### src/rtl/hazard_ctrl_pkg.sv
// hazard_ctrl_pkg: shared core constants and types for pipeline sequencing.
//   RegAddrW    - register-address width, shared with the forwarding unit.
//   DrainCycles - default number of EX/MEM/WB drain cycles after a halt.
//   state_e     - hazard controller FSM states.
package hazard_ctrl_pkg;

    localparam int unsigned RegAddrW    = 3;
    localparam int unsigned DrainCycles = 3;

    typedef enum logic [2:0] {
        StRun,
        StLdStall,
        StBrStall,
        StMemWait,
        StDrain,
        StHalt
    } state_e;

endpackage

### src/rtl/sat_counter8.sv
// sat_counter8: 8-bit up-counter that holds at 255.
//   clk_i   - clock, rising edge
//   rst_i   - asynchronous active-high clear
//   en_i    - count enable
//   count_o - current count
module sat_counter8 (
    input  logic       clk_i,
    input  logic       rst_i,
    input  logic       en_i,
    output logic [7:0] count_o
);

    logic [7:0] count_d, count_q;

    always_comb begin
        count_d = count_q;
        if (en_i && (count_q != 8'hFF)) begin
            count_d = count_q + 8'd1;
        end
    end

    always_ff @(posedge clk_i or posedge rst_i) begin
        if (rst_i) begin
            count_q <= 8'd0;
        end else begin
            count_q <= count_d;
        end
    end

    assign count_o = count_q;

endmodule

### src/rtl/hazard_ctrl.sv
// hazard_ctrl: decides per cycle whether each pipeline register of the 5-stage core
// advances, holds or is flushed. Handles load-use stalls, ID branch operand stalls,
// taken-branch flushes, data-memory waits with timeout and halt draining.
//   clk, rst                          - clock (rising edge), async active-high reset
//   rs1ID/rs2ID, useRs1ID/useRs2ID    - sources read by the instruction in ID
//   rdEX, regWriteEX, memReadEX       - producer in EX
//   branchID, branchTaken, haltID     - control instruction in ID
//   memReq, memAck                    - MEM stage access / completion
//   pcWrite..exmemWrite               - register load enables
//   ifidFlush, idexFlush, memwbBubble - NOP insertion
//   halted, memErr                    - core stopped / stopped by memory timeout
//   stallCount                        - saturating count of stalled, non-halted cycles
module hazard_ctrl
    import hazard_ctrl_pkg::*;
#(
    parameter int unsigned MEM_TIMEOUT  = 15,
    parameter int unsigned DRAIN_CYCLES = DrainCycles
) (
    input  logic                clk,
    input  logic                rst,
    input  logic [RegAddrW-1:0] rs1ID,
    input  logic [RegAddrW-1:0] rs2ID,
    input  logic                useRs1ID,
    input  logic                useRs2ID,
    input  logic [RegAddrW-1:0] rdEX,
    input  logic                regWriteEX,
    input  logic                memReadEX,
    input  logic                branchID,
    input  logic                branchTaken,
    input  logic                haltID,
    input  logic                memReq,
    input  logic                memAck,
    output logic                pcWrite,
    output logic                ifidWrite,
    output logic                idexWrite,
    output logic                exmemWrite,
    output logic                ifidFlush,
    output logic                idexFlush,
    output logic                memwbBubble,
    output logic                halted,
    output logic                memErr,
    output logic [7:0]          stallCount
);

    localparam int unsigned WaitW  = (MEM_TIMEOUT > 0) ? $clog2(MEM_TIMEOUT + 1) : 1;
    localparam int unsigned DrainW = (DRAIN_CYCLES > 0) ? $clog2(DRAIN_CYCLES + 1) : 1;
    localparam logic [WaitW-1:0]  WaitMax   = WaitW'(MEM_TIMEOUT);
    localparam logic [DrainW-1:0] DrainLoad = DrainW'(DRAIN_CYCLES);

    state_e            state_d, state_q;
    state_e            ret_d, ret_q;
    state_e            eff_state;
    logic [WaitW-1:0]  wait_d, wait_q, wait_inc;
    logic [1:0]        br_cnt_d, br_cnt_q;
    logic [DrainW-1:0] drain_d, drain_q;
    logic              mem_err_d, mem_err_q;

    logic rs1_hit, rs2_hit, src_hit;
    logic load_use, br_hazard, mem_stall;

    assign rs1_hit   = useRs1ID && (rs1ID == rdEX);
    assign rs2_hit   = useRs2ID && (rs2ID == rdEX);
    assign src_hit   = rs1_hit || rs2_hit;
    // Branches resolve in ID and take the branch-operand path, which can need two cycles.
    assign load_use  = memReadEX && src_hit && !branchID;
    assign br_hazard = branchID && (regWriteEX || memReadEX) && src_hit;
    assign mem_stall = memReq && !memAck;

    always_comb begin
        pcWrite     = 1'b1;
        ifidWrite   = 1'b1;
        idexWrite   = 1'b1;
        exmemWrite  = 1'b1;
        ifidFlush   = 1'b0;
        idexFlush   = 1'b0;
        memwbBubble = 1'b0;

        state_d   = state_q;
        ret_d     = ret_q;
        wait_d    = '0;
        br_cnt_d  = br_cnt_q;
        drain_d   = drain_q;
        mem_err_d = mem_err_q;
        wait_inc  = wait_q + WaitW'(1);

        // On the ack cycle the pipe decodes as the state the wait interrupted.
        eff_state = state_q;
        if ((state_q == StMemWait) && memAck) begin
            eff_state = ret_q;
        end

        if (eff_state == StHalt) begin
            pcWrite    = 1'b0;
            ifidWrite  = 1'b0;
            idexWrite  = 1'b0;
            exmemWrite = 1'b0;
        end else if (eff_state == StDrain) begin
            pcWrite   = 1'b0;
            ifidWrite = 1'b0;
            idexFlush = 1'b1;
            if (drain_q <= DrainW'(1)) begin
                state_d = StHalt;
                drain_d = '0;
            end else begin
                drain_d = drain_q - DrainW'(1);
            end
        end else if ((eff_state == StMemWait) || mem_stall) begin
            pcWrite     = 1'b0;
            ifidWrite   = 1'b0;
            idexWrite   = 1'b0;
            exmemWrite  = 1'b0;
            memwbBubble = 1'b1;
            wait_d      = wait_inc;
            if (state_q != StMemWait) begin
                ret_d = eff_state;
            end
            // wait_inc counts frozen cycles including this one.
            if (wait_inc >= WaitMax) begin
                state_d   = StHalt;
                mem_err_d = 1'b1;
            end else begin
                state_d = StMemWait;
            end
        end else if ((eff_state == StBrStall) && (br_cnt_q != 2'd0)) begin
            pcWrite   = 1'b0;
            ifidWrite = 1'b0;
            idexFlush = 1'b1;
            br_cnt_d  = br_cnt_q - 2'd1;
            state_d   = StBrStall;
        end else if (load_use) begin
            pcWrite   = 1'b0;
            ifidWrite = 1'b0;
            idexFlush = 1'b1;
            state_d   = StLdStall;
        end else if (br_hazard) begin
            pcWrite   = 1'b0;
            ifidWrite = 1'b0;
            idexFlush = 1'b1;
            state_d   = StBrStall;
            // A load producer needs one extra cycle before MEM can forward to ID.
            br_cnt_d  = memReadEX ? 2'd1 : 2'd0;
        end else if (branchID && branchTaken) begin
            ifidFlush = 1'b1;
            state_d   = StRun;
        end else if (haltID) begin
            pcWrite   = 1'b0;
            ifidFlush = 1'b1;
            drain_d   = DrainLoad;
            state_d   = (DRAIN_CYCLES == 0) ? StHalt : StDrain;
        end else begin
            state_d = StRun;
        end

        if (rst) begin
            pcWrite     = 1'b0;
            ifidWrite   = 1'b0;
            idexWrite   = 1'b0;
            exmemWrite  = 1'b0;
            ifidFlush   = 1'b1;
            idexFlush   = 1'b1;
            memwbBubble = 1'b1;
        end
    end

    always_ff @(posedge clk or posedge rst) begin
        if (rst) begin
            state_q   <= StRun;
            ret_q     <= StRun;
            wait_q    <= '0;
            br_cnt_q  <= 2'd0;
            drain_q   <= '0;
            mem_err_q <= 1'b0;
        end else begin
            state_q   <= state_d;
            ret_q     <= ret_d;
            wait_q    <= wait_d;
            br_cnt_q  <= br_cnt_d;
            drain_q   <= drain_d;
            mem_err_q <= mem_err_d;
        end
    end

    assign halted = (state_q == StHalt);
    assign memErr = mem_err_q;

    sat_counter8 u_stall_cnt (
        .clk_i   (clk),
        .rst_i   (rst),
        .en_i    (!pcWrite && !halted),
        .count_o (stallCount)
    );

endmodule

### config.mk
export PLATFORM = sky130hd
export DESIGN_NAME = hazard_ctrl
export DESIGN_NICKNAME = d
export VERILOG_FILES = /design/src/rtl/hazard_ctrl_pkg.sv /design/src/rtl/sat_counter8.sv /design/src/rtl/hazard_ctrl.sv
export SDC_FILE = /design/constraint.sdc
export NUM_CORES = 1
export LEC_CHECK = 0
export ABC_AREA = 1
export CORE_ASPECT_RATIO = 1.75
export CORE_MARGIN = 4
export CORE_UTILIZATION = 45
export CTS_CLUSTER_DIAMETER = 50
export DETAILED_ROUTE_END_ITERATION = 10
export MAX_ROUTING_LAYER = met4
export PLACE_DENSITY = 0.82
export SLEW_MARGIN = 15
export SYNTH_ARGS = -nofsm -noshare
export SYNTH_HDL_FRONTEND = slang
export SYNTH_SLANG_ARGS = --single-unit
### constraint.sdc
create_clock -name clk -period 2.1 [get_ports clk]
set_input_delay 0.525 -clock clk [delete_from_list [all_inputs] [get_ports clk]]
set_output_delay 0.525 -clock clk [all_outputs]
set_load 0.005 [all_outputs]
==> summary.md, run 1 <==
| Metric | Value |
|---|---|
| GRT met3 Usage | `0.0223` |
| Die H | `about 88 microns` |
| Seq/Total Area, Yosys | `0.354` |
| Placer's final routability congestion estimate | `about 0.84` |
| Layer with the highest usage | `met2` |
| RSZ-0062 raised after global routing | `true` |
| Hpwl dp | `roughly 3.2 mm` |
| H-tree level count | `1` |
| DR vias | `about 1700` |
| First-pass GRT wire length | `7.08 mm` |
| Longest Clk Path Bufs | `2` |
| Pwr/cell area | `about 340 mW/mm^2` |
| Area growth syn-to-layout | `54.5%` |
| Tmin final | `2.45 ns` |
| Setup Skew | `approximately 0.0019 ns` |
| Register bit total from synthesis | `23` |
| Worst Tran Pin Value | `0.641 ns` |
| Number of iterations in the first detailed-routing pass | `4` |
| Async SR Flop Fraction | `1.00` |
| Initial antenna violation count | `0` |
| Syn Area/Cell | `between 7 and 8 sq um` |
| DIE WIDTH | `about 53 microns` |
| Ys Warns | `0` |
| Share of cells above drive strength 1 | `0.348` |
| Final std cells w/o fill | `347` |
| Design area | `around 0.0025 sq mm` |
| Clock slew at reported path FFs | `around 0.08 ns` |
| Core Area | `between 0.003 and 0.004 sq mm` |
| Setup crit end kind | `output pin` |
| Slew HR | `0.573` |
| Final setup fails | `7` |
| CTS sink count | `23` |
| Starting density of the core | `0.473` |
| Fmax | `~0.41 GHz` |
| Dpl ws | `-0.982 ns` |
| Mapped Area | `approximately 0.0016 sq mm` |
| Ys flop type | `dfrtp_1` |
| Drt via density | `about 5.0` |
| Final worst path period share | `1.17` |
| Vias in the first global route | `1741` |
| Crit path max fanout | `4` |
| Worst hold margin | `about 0.50 ns` |
| CTS tree | `yes` |
| Hold crit path type | `reg -> reg` |
| Commonest cells in the synthesized netlist | `57 x nand2_1, 28 x inv_1, 23 x dfrtp_1` |
| Num rows | `28` |
| Worst vdd ir | `348 uV` |
| GRT Total Usage | `0.205` |
| Critical Path RT | `between 1.5 and 2 ns` |
| Inserted Clock Buffers | `3` |
| Yosys cell types | `29` |
| Status | `complete, but fails checks` |
| DRC Markers | `0` |
| Final Max Tran Viols | `0` |
| Clk_lat worst skew | `0.27 ns` |
| Final count of hold timing violations | `0` |
| Post-Syn Instances | `~220` |
| Post-synth EDFFs | `0` |
| Antenna Cells | `0` |
| Grt ovf | `0` |
| Starting DRT DRC Count | `24` |
| Nets | `327` |
| Failing checks | `negative setup slack` |
| Post-DRT Antenna Nets | `0` |
| Worst Slack Setup Final | `-0.351 ns` |
| Fill count | `approximately 260` |
| Max_cap viols | `0` |
| DP Area | `about 0.0023 sq mm` |
| # IOs | `37` |
| Root Buffer | `clkbuf_8` |
| Met1 usage | `0.197` |
| Largest area contributor in the netlist | `dfrtp_1` |
| Wire length per cell | `roughly 13 microns` |
| Largest net degree at the start of global routing | `18` |
| Critical path arrival | `1.93 ns` |
| Leakage | `around 1.3 nW` |
| Most frequent cell after synthesis | `nand2_1` |
| PortBufs | `36` |
| Post-Place Cells | `approximately 330` |
| Die area | `~0.0047 sq mm` |
| Synth area leaders | `dfrtp_1 35%, nand2_1 13%, nand3_1 6.8%` |
| Setup CP Type | `reg -> out` |
| Synth top area share | `0.354` |
| Startpoint type of the worst setup path | `flop` |
| GR Util met2 | `0.385` |
| Design Power | `~0.00086 W` |
| Synthesized Nets | `around 240` |
| Total Wirelength | `4.54 mm` |
[path summary, 6_finish.rpt]
kind,from,end,slack [ns],cells past startpoint
setup / recovery,state_q[0]$_DFFE_PP0P_,pcWrite,-0.35,13
hold / removal,br_cnt_q[0]$_DFFE_PP0P_,br_cnt_q[0]$_DFFE_PP0P_,0.50,2
setup reg to reg,state_q[0]$_DFFE_PP0P_,u_stall_cnt.count_o[0]$_DFFE_PP0P_,0.05,15
hold reg to reg,br_cnt_q[0]$_DFFE_PP0P_,br_cnt_q[0]$_DFFE_PP0P_,0.50,2
max in group asynchronous,rst,state_q[2]$_DFFE_PP0P_,1.09,4
min in group asynchronous,rst,state_q[0]$_DFFE_PP0P_,0.75,4
[worst max-delay path, cell delays in order, from the launching register on]
cell	delay, ns
dfrtp_1	0.42
buf_6	0.12
nand4_1	0.15
nand2_2	0.12
nand2_4	0.06
buf_6	0.12
nor2_4	0.13
nand2_8	0.08
nand2_8	0.09
nor2_8	0.04
buf_12	0.12
nand2_8	0.05
inv_2	0.03
buf_6	0.10
[state kept, by name, indices dropped and copies added (netlist names)]
| name | flops |
|---|---|
| state_q | 3 |
| memErr | 1 |
| u_stall_cnt.count_o | 8 |
| ret_q | 3 |
| br_cnt_q | 2 |
| wait_q | 4 |
| drain_q | 2 |
[repair_timing]
item / in CTS / in global routing
gates resized for setup: 66 / 11
setup endpoints to repair: 20 / 15
setup buffers: 11 / 7
pin swaps: 14 / 12
hold buffers: 0 / 0
[logic make-up after synthesis]
logic type      synth area share
compound gates            0.0801
xor+xnor                  0.0431
fa+ha+maj                 0.0308
buf+inv                   0.0716
flops                      0.354
simple gates               0.420
[metrics by stage]
step           setup TNS (ns)   util
2_1_floorplan               0      -
3_5_place_dp           -11.75  0.661
5_1_grt                 -3.10  0.731
4_1_cts                 -1.52  0.709
3_3_place_gp           -10.24  0.661
6_report                -1.84  0.731
[placed cells by master, fill, tap and decap left out, types with 7 or more instances in the layout]
cell and instances:
buf_4 40, clkdlybuf4s50_1 18, dfrtp_1 22, dlygate4sd2_1 10, inv_1 23, nand2_1 50, nand2_2 14, nand2_4 7
nand3_1 21, nor2_1 21
[area by class of cell]
| class | instances | area, sq um | share of cell area |
|---|---|---|---|
| multi-input combinational | 164 | 1030 | 0.409 |
| inverter | 29 | 115 | 0.0458 |
| tap | 45 | 56.3 | 0.0224 |
| clock buffer | 3 | 41.3 | 0.0164 |
| timing repair buffer | 82 | 691 | 0.275 |
| clock inverter | 1 | 5.00 | 0.00199 |
| sequential | 23 | 577 | 0.230 |
[routing by layer]
layer / up-vias / wire [microns]
met5: - / 0
met4: 0 / 116
met3: 10 / 166
met2: 47 / 2610
met1: 815 / 1650
li1: 859 / -
[report_power, final]
group          switching (W)  internal [W]
clock               0.000151      0.000133
combinational      0.0000642     0.0000681
sequential                 0      0.000442
total               0.000215      0.000643
Note: power is estimated with default switching activity, not from simulation.
==> inputs of run 2 (changes only) <==
==> constraint.sdc (replaced) <==
create_clock -name clk -period 2.1 [get_ports clk]
set_input_delay 0.525 -clock clk [delete_from_list [all_inputs] [get_ports clk]]
set_output_delay 0.525 -clock clk [all_outputs]
set_load 0.1 [all_outputs]
==> summary.md, run 2 (same netlist as run 1, synthesis figures left out) <==
| Metric | Value |
|---|---|
| Leakage | `1.29 nW (+2.0%)` |
| Critical Path RT | `1.57 ns (about the same)` |
| Design Power | `0.000900 W (+4.8%)` |
| Hpwl dp | `3.32 mm (+4.0%)` |
| Num rows | `28 (unchanged)` |
| Final worst path period share | `1.19 (+0.0207)` |
| CP max stage cell | `dfrtp_2` |
| Final Max Tran Viols | `0 (unchanged)` |
| Post-Route M1 WL | `1.53 mm (-7.2%)` |
| Setup crit end kind | `output pin` |
| Startpoint type of the worst setup path | `flop` |
| Most frequent cells in the layout | `47 x nand2_1, 40 x buf_4, 22 x inv_1, 20 x nand3_1, 19 x dfrtp_1` |
| Root Buffer | `clkbuf_8` |
| Total Wirelength | `4.81 mm (+6.0%)` |
| Area growth syn-to-layout | `63.9%` |
| Die H | `87.5 microns (unchanged)` |
| Final count of hold timing violations | `0 (unchanged)` |
| Wire length per cell | `14.2 microns (+8.5%)` |
| Routed wl met2 | `2.82 mm (+8.1%)` |
| CTS sink count | `23 (unchanged)` |
| Worst vdd ir | `252 uV (-28%)` |
| Worst Slack Setup Final | `-0.394 ns (-0.0435 ns)` |
| Max_cap viols | `0 (unchanged)` |
| Setup Skew | `0.00513 ns (+0.00326 ns)` |
| CP peak stage delay | `0.49 ns (+0.07 ns)` |
| Vias in the first global route | `1797 (+3.2%)` |
| Core Area | `0.00343 sq mm (unchanged)` |
| Largest net degree at the start of global routing | `24 (+6)` |
| Die area | `0.00468 sq mm (unchanged)` |
| DRC Markers | `0 (unchanged)` |
| Clock slew at reported path FFs | `0.09 ns (about the same)` |
| Starting density of the core | `0.473 (unchanged)` |
| # IOs | `37 (unchanged)` |
| Worst-path cell chain | `nor2_4, nand3_2, nand2_4, nor2_4, nand2_8, nand2_8, nor2_8, nand2_4, o21ai_4, buf_12` |
| Hold crit path type | `reg -> reg` |
| PortBufs | `36 (unchanged)` |
| Initial antenna violation count | `0 (unchanged)` |
| First-pass GRT wire length | `7.65 mm (+8.0%)` |
| Fmax | `0.401 GHz (-1.7%)` |
| Number of iterations in the first detailed-routing pass | `4 (unchanged)` |
| Post-DRT Antenna Nets | `0 (unchanged)` |
| Antenna Cells | `0 (unchanged)` |
| Largest register FFs | `8 (unchanged)` |
| DR vias | `1752 (+1.2%)` |
| Multi-input gate area | `0.00110 sq mm (+7.3%)` |
| Fill count | `233 (-9.0%)` |
| Setup CP Type | `reg -> out` |
| Final setup fails | `7 (unchanged)` |
| CP bufs+invs | `1 (-4)` |
| Clk_lat worst skew | `0.27 ns (about the same)` |
| Grt ovf | `0 (unchanged)` |
| Starting DRT DRC Count | `30 (+25%)` |
| Tmin final | `2.49 ns (+0.0435 ns)` |
| Sequential cell area | `581 sq um (+0.65%)` |
| Met3 wire length | `185 microns (+11%)` |
| Cell family with most CP delay | `simple AND/OR/NAND/NOR gates` |
| Crit path max fanout | `5 (+1)` |
| Pwr/cell area | `338 mW/mm^2 (-1.2%)` |
| Critical path arrival | `1.97 ns (+0.04 ns)` |
| RSZ-0062 raised after global routing | `true` |
| GRT Total Usage | `0.231 (+0.0263)` |
| Highest Signal Layer | `met4` |
| DIE WIDTH | `53.4 microns (unchanged)` |
| Drt via density | `5.17 (+3.6%)` |
| Slew HR | `0.715 (+0.142)` |
| R2R setup slack | `0.13 ns (+0.08 ns)` |
| Worst Tran Pin Value | `0.423 ns (-0.218 ns)` |
| Placer's final routability congestion estimate | `0.840 (about the same)` |
| Inserted Clock Buffers | `3 (unchanged)` |
| Longest Clk Path Bufs | `2 (unchanged)` |
| Most common cell after layout, fill and taps aside | `nand2_1` |
| Nets | `319 (-2.4%)` |
| Share of cells above drive strength 1 | `0.412 (+0.0639)` |
| Status | `complete, but fails checks` |
| Failing checks | `negative setup slack` |
| H-tree level count | `1 (unchanged)` |
| CTS tree | `yes` |
| Final core occ | `0.776 (+0.0445)` |
run 2: changes by cell type in the layout (fill, tap and decap cells not counted), moves of 3 or more:
cell,delta
buf_2,-5
nand2_1,-3
buf_12,+13
dfrtp_2,+3
clkdlybuf4s50_1,-14
nor2_1,-4
buf_6,-5
dfrtp_1,-3
run 2: report_power, final:
group	switching [W]	internal, W	leakage [nW]
sequential	0	0.000442	0.295
clock	0.000150	0.000133	0.0255
combinational	0.0000963	0.0000784	0.966
run 2: worst paths after layout:
path	from	cells past startpoint	to
worst min-delay path	wait_q[0]$_DFF_PP0_	1	wait_q[0]$_DFF_PP0_
min in group asynchronous	rst	4	drain_q[0]$_DFFE_PP0P_
worst max-delay path	state_q[2]$_DFFE_PP0P_	10	ifidFlush
max in group asynchronous	rst	4	state_q[2]$_DFFE_PP0P_
worst min register to register	wait_q[0]$_DFF_PP0_	1	wait_q[0]$_DFF_PP0_
worst max register to register	state_q[2]$_DFFE_PP0P_	12	drain_q[1]$_DFFE_PP0P_
run 2: stage by stage:
stage | TNS (ns) | hold WS (ns) | cell area, sq um | instances | setup slack (ns)
finish | -2.33 | 0.493 | 2660 | 339 | -0.394
global route | -2.75 | 0.511 | 2660 | 339 | -0.456
CTS | -1.82 | 0.493 | 2630 | 337 | -0.313
detailed placement | -10.07 | 0.480 | 2480 | 327 | -0.697
global placement | -8.70 | 0.472 | 2480 | 327 | -0.651
floorplan | -1.11 | 0.452 | 1740 | 217 | -0.365
run 2: final cells by class:
cell class	instances	share of cell area
multi-input combinational	164	0.413
timing repair buffer	74	0.287
sequential	23	0.218
inverter	29	0.0437
clock buffer	3	0.0155
tap	45	0.0211
clock inverter	1	0.00188
run 2: routing by layer:
| metal | vias to the layer above | GRT usage |
|---|---|---|
| met3 | 26 | 0.0326 |
| met1 | 815 | 0.198 |
| met4 | 0 | 0.153 |
| met2 | 66 | 0.431 |
| li1 | 845 | - |
| met5 | - | - |
run 2: repair_timing:
item | in CTS | in global routing
resized for setup | 35 | 6
endpoints found under the setup margin | 15 | 7
hold buffers | 0 | 0
setup buffers | 6 | 2
pin swaps | 21 | 3
run 2: worst register-to-register path, cell delays in order, from the launching register on:
cell     delay, ns
dfrtp_2       0.49
nor2_4        0.20
nand3_2       0.11
nand2_4       0.13
nor2_4        0.07
nand2_8       0.08
buf_4         0.11
buf_4         0.12
nand2_1       0.06
a21oi_1       0.26
nand2_1       0.12
nand2_1       0.08
nand2_1       0.05
==> inputs of run 3 (changes only) <==
--- a/config.mk
+++ b/config.mk
@@ -6,7 +6,6 @@
 export NUM_CORES = 1
 export LEC_CHECK = 0
 export ABC_AREA = 1
-export CORE_ASPECT_RATIO = 1.75
 export CORE_MARGIN = 4
 export CORE_UTILIZATION = 45
 export CTS_CLUSTER_DIAMETER = 50
==> summary.md, run 3 (same netlist as run 1, synthesis figures left out) <==
| Metric | Value |
|---|---|
| Status | `complete, but fails checks` |
| Failing checks | `negative setup slack` |
| Hold Path End | `wait_q[0]$_DFF_PP0_` |
| Longest Clk Path Bufs | `2 (unchanged)` |
| CP max stage cell | `dfrtp_1` |
| Hpwl dp | `3.28 mm (-1.1%)` |
| Inserted Clock Buffers | `3 (unchanged)` |
| Min-delay src | `wait_q[0]$_DFF_PP0_` |
| Highest Signal Layer | `met4` |
| Worst R2R End | `ret_q[0]$_DFFE_PP0P_` |
| Multi-input gate area | `0.00109 sq mm (-0.57%)` |
| Hold crit path type | `reg -> reg` |
| Worst reg2reg startpoint | `state_q[0]$_DFFE_PP0P_` |
| Final Max Tran Viols | `0 (unchanged)` |
| Setup CP Type | `reg -> out` |
| CP peak stage delay | `0.41 ns (-0.08 ns)` |
| Final core occ | `0.790 (+0.0139)` |
| Worst-path cell chain | `nand2_2, nor2_4, nand3_2, nand2_4, nor2_4, nand2_8, nand2_8, nor2_8, buf_12, nand2_8, clkinvlp_4, buf_12` |
| Critical Path RT | `1.57 ns (about the same)` |
| Core Area | `0.00342 sq mm (-0.51%)` |
| Clock slew at reported path FFs | `0.13 ns (+0.04 ns)` |
| Root Buffer | `clkbuf_4` |
| Design Power | `0.000824 W (-8.4%)` |
| Routed wl met2 | `2.37 mm (-16%)` |
| Met3 wire length | `216 microns (+17%)` |
| Critical path arrival | `2.00 ns (+0.03 ns)` |
| Post-Route M1 WL | `1.89 mm (+23%)` |
| Hold depth | `1 (unchanged)` |
| Largest net degree at the start of global routing | `21 (-13%)` |
| Drt via density | `4.98 (-3.7%)` |
| Wire length per cell | `13.3 microns (-6.1%)` |
| Fill count | `210 (-9.9%)` |
| Worst Slack Setup Final | `-0.427 ns (-0.0328 ns)` |
| Total Wirelength | `4.61 mm (-4.2%)` |
| Share of cells above drive strength 1 | `0.417 (+0.00510)` |
| DR vias | `1722 (-1.7%)` |
| Sequential cell area | `581 sq um (unchanged)` |
| # IOs | `37 (unchanged)` |
| Die area | `0.00464 sq mm (-0.80%)` |
| Most common cell after layout, fill and taps aside | `nand2_1` |
| Nets | `325 (+1.9%)` |
| GRT Total Usage | `0.225 (-0.00559)` |
| Worst vdd ir | `322 uV (+28%)` |
| Crit path max fanout | `5 (unchanged)` |
| DP Area | `0.00251 sq mm (+1.2%)` |
| R2R depth | `14 (+2)` |
| Final count of hold timing violations | `0 (unchanged)` |
| Clk_lat worst skew | `0.32 ns (+0.05 ns)` |
| PortBufs | `36 (unchanged)` |
| Cell mode on critical path | `nand2_8` |
| DIE WIDTH | `68.1 microns (+27%)` |
| R2R setup slack | `0.12 ns (about the same)` |
| Antenna Cells | `0 (unchanged)` |
| Leakage | `1.31 nW (+1.6%)` |
| Vias in the first global route | `1735 (-3.5%)` |
| Area growth syn-to-layout | `66.0%` |
| Die H | `68.1 microns (-22%)` |
| Max_cap viols | `0 (unchanged)` |
| Slew HR | `0.768 (+0.0525)` |
| DRC Markers | `0 (unchanged)` |
| Largest register FFs | `8 (unchanged)` |
| Number of iterations in the first detailed-routing pass | `4 (unchanged)` |
| Design area | `0.00270 sq mm (+1.3%)` |
| Post-DRT Antenna Nets | `0 (unchanged)` |
| Starting DRT DRC Count | `120 (+300%)` |
| Tmin final | `2.53 ns (+0.0328 ns)` |
| Setup Skew | `0.0173 ns (+0.0122 ns)` |
| Fmax | `0.396 GHz (-1.3%)` |
| Most frequent cells in the layout | `47 x nand2_1, 46 x buf_4, 22 x inv_1, 20 x nand3_1, 19 x dfrtp_1` |
| Final setup fails | `7 (unchanged)` |
| Setup crit end kind | `output pin` |
| H-tree level count | `1 (unchanged)` |
| Initial antenna violation count | `0 (unchanged)` |
| Worst Tran Pin Value | `0.345 ns (-0.0779 ns)` |
| RSZ-0062 raised after global routing | `true` |
| First-pass GRT wire length | `7.67 mm (+0.26%)` |
| CTS tree | `yes` |
| Grt ovf | `0 (unchanged)` |
| Num rows | `21 (-25%)` |
| Placer's final routability congestion estimate | `0.893 (+6.2%)` |
| Pwr/cell area | `305 mW/mm^2 (-9.6%)` |
| Final std cells w/o fill | `346 (+2.1%)` |
| Final worst path period share | `1.20 (+0.0156)` |
| CTS sink count | `23 (unchanged)` |
| Starting density of the core | `0.476 (+0.00243)` |
| Startpoint type of the worst setup path | `flop` |
| Post-Place Cells | `330 (+0.92%)` |
-- run 3: how the worst max path moves through the flow --
stage | startpoint | end | slack [ns] | cells past startpoint
final | state_q[0]$_DFFE_PP0P_ | pcWrite | -0.43 | 12
after global routing | state_q[0]$_DFFE_PP0P_ | pcWrite | -0.53 | 12
after CTS | state_q[2]$_DFFE_PP0P_ | ifidFlush | -0.36 | 10
after detailed placement | memAck | idexFlush | -0.71 | 8
after global placement | memAck | ifidFlush | -0.63 | 10
after floorplan | state_q[2]$_DFFE_PP0P_ | idexWrite | -0.37 | 10
-- run 3: through the flow --
stage	TNS, ns	setup WS, ns	hold slack [ns]
floorplan	-1.11	-0.365	0.452
global placement	-8.75	-0.634	0.471
detailed placement	-11.25	-0.709	0.481
CTS	-2.27	-0.364	0.503
global route	-3.41	-0.527	0.524
finish	-2.71	-0.427	0.494
-- run 3: area by class of cell --
cell class	instances	area share
repair buffers	80	0.305
clock buffers	4	0.00974
flip-flops and latches	23	0.215
multi-input cells	164	0.406
well taps	46	0.0213
inverters	29	0.0431
-- run 3: layer usage --
| metal | track usage | vias up |
|---|---|---|
| met5 | - | - |
| met4 | 0.0645 | 0 |
| met3 | 0.0394 | 16 |
| met2 | 0.394 | 54 |
| met1 | 0.264 | 794 |
| li1 | - | 858 |
-- run 3: critical path, delay by kind of cell (launching register included) --
| kind | cells | cell delay (ns) |
|---|---|---|
| and+or+nand+nor | 9 | 0.88 |
| DFF | 1 | 0.41 |
| buffers and inverters | 3 | 0.37 |
-- run 3: power by group --
part           switching [W]  internal (W)  leakage (nW)
sequential                 0      0.000443         0.295
clock               0.000132     0.0000742        0.0150
combinational      0.0000935     0.0000815         0.996
total               0.000226      0.000598          1.31
-- run 3: repair_timing --
action / in CTS / in global routing
endpoints found under the setup margin: 17 / 7
pin swaps: 24 / 8
gates resized for setup: 30 / 3
buffers inserted: 6 / 6
hold buffers: 0 / 0
==> patch, RTL diff (config.mk and constraints of run 1) <==
The 6 states of `state_e` get a one-hot encoding in 6 bits.
--- a/src/rtl/hazard_ctrl_pkg.sv
+++ b/src/rtl/hazard_ctrl_pkg.sv
@@ -7,13 +7,13 @@
     localparam int unsigned RegAddrW    = 3;
     localparam int unsigned DrainCycles = 3;
 
-    typedef enum logic [2:0] {
-        StRun,
-        StLdStall,
-        StBrStall,
-        StMemWait,
-        StDrain,
-        StHalt
+    typedef enum logic [5:0] {
+        StRun     = 6'b000001,
+        StLdStall = 6'b000010,
+        StBrStall = 6'b000100,
+        StMemWait = 6'b001000,
+        StDrain   = 6'b010000,
+        StHalt    = 6'b100000
     } state_e;
 
 endpackage
Formal check against the unedited RTL: same outputs for any inputs over 10 cycles, from zero or initial values and one cycle with rst high; not proved beyond that.
==> patch against run 1 <==
  * The flow still finishes with violations (negative setup slack)
  * Wire length grew 97%
  * Design area grew 34%
  * Sequential cell count grew 6
  * Worst setup slack lost 530 ps
  * Synthesized area grew 16%
  * Highest routed layer unchanged
Power is left out: it rests on default switching activity, and per cell area and clock period it moved more than threefold.
==> patch: results (changes against run 1) <==
* Met3 Usage GRT at 0.0345 (was 0.0223)
* Final setup violating endpoints at 36 (was 7)
* Signal buffers at 113 (was 82)
* Slack of the critical path at -879 ps (was -351 ps)
* Layout area overhead at 78.8% (was 54.5%)
* Total Routing Usage GR at 0.267 (was 0.205)
* 1st-pass router iterations at 7 (was 4)
* Htree depth at 2 (was 1)
* First-pass GRT wire length at 10600 um (was 7080 um)
* Syn Area/Cell at 8.23 um^2 (was 7.49 um^2)
* Syn_nets at 253 (was 241)
* Multi-Input Combinational at 162 (was 164)
* Netlist cell types at 35 (was 29)
* Layout cells sized above 1 at 0.507 (was 0.348)
* Clk cell area share at 0.0345 (was 0.0184)
* DR WL/cell at 22.5 um (was 13.1 um)
* Drt first-iter violations at 161 (was 24)
* Non-clk invs at 37 (was 29)
* Worst-Margin Slew at 429 ps (was 641 ps)
* Run status: finished, violations left (unchanged)
* Clock buffer count from CTS at 5 (was 3)
* Violated checks: negative setup slack (unchanged)
* Arrival time worst endpoint at 2450 ps (was 1930 ps)
* DP Wirelength at 3760 um (was 3190 um)
* Met2 GRT Util at 0.514 (was 0.385)
* Vias/cell at 6.01 (was 4.99)
* Placement Setup Slack at -1170 ps (was -982 ps)
* Clock buffer count at 7 (was 3)
* Seq/Total Area, Yosys at 0.386 (was 0.354)
* Nets@finish at 372 (was 327)
* Buffer share of cell area at 0.299 (was 0.275)
* GR Util met1 at 0.254 (was 0.197)
* Vias in the first global route at 2216 (was 1741)
* Worst skew pair latency at 290 ps (was 270 ps)
* Largest net degree at the start of global routing at 20 (was 18)
-- patch: cell types whose count changed after synthesis, moves of 3 or more --
| cell | change |
|---|---|
| nor2_2 | +5 |
| nand2_2 | -10 |
| nand2_8 | -3 |
| nand4_1 | +13 |
| nand3_1 | -15 |
| nand2_1 | -9 |
| nand3_4 | +4 |
| inv_2 | +5 |
| xnor2_1 | +7 |
| o21ai_1 | +6 |
| dfrtp_1 | +4 |
-- patch: cells by family after synthesis --
kind of cell	Yosys count	share of synthesized area
compound gates	30	0.111
fa+ha+maj	4	0.0265
flops	29	0.386
xor+xnor	13	0.0604
buf+inv	39	0.0816
simple gates	114	0.334
-- patch: worst paths after layout --
path                       slack, ps              startpoint  cells after the start                     end
setup / recovery                -880  state_q[5]$_DFFE_PP0P_                     13               idexWrite
hold / removal                   520    ret_q[5]$_DFFE_PP0P_                      2    ret_q[5]$_DFFE_PP0P_
setup reg to reg                -490  state_q[5]$_DFFE_PP0P_                     16  state_q[5]$_DFFE_PP0P_
hold reg to reg                  520    ret_q[5]$_DFFE_PP0P_                      2    ret_q[5]$_DFFE_PP0P_
max in group asynchronous       1100                     rst                      3  state_q[0]$_DFFE_PP1P_
min in group asynchronous        640                     rst                      3  drain_q[1]$_DFFE_PP0P_
-- patch: per-layer routing --
| metal | vias to the layer above | routed length, um |
|---|---|---|
| met5 | - | 0 |
| met4 | 0 | 710 |
| met3 | 81 | 760 |
| met2 | 211 | 4620 |
| met1 | 1120 | 2850 |
| li1 | 975 | - |
-- patch: timing repair --
action	CTS	global route
buffers inserted	27	22
gates cloned	2	0
hold buffers	0	0
gates resized for setup	66	63
setup endpoints to repair	32	34
pin swaps	24	32
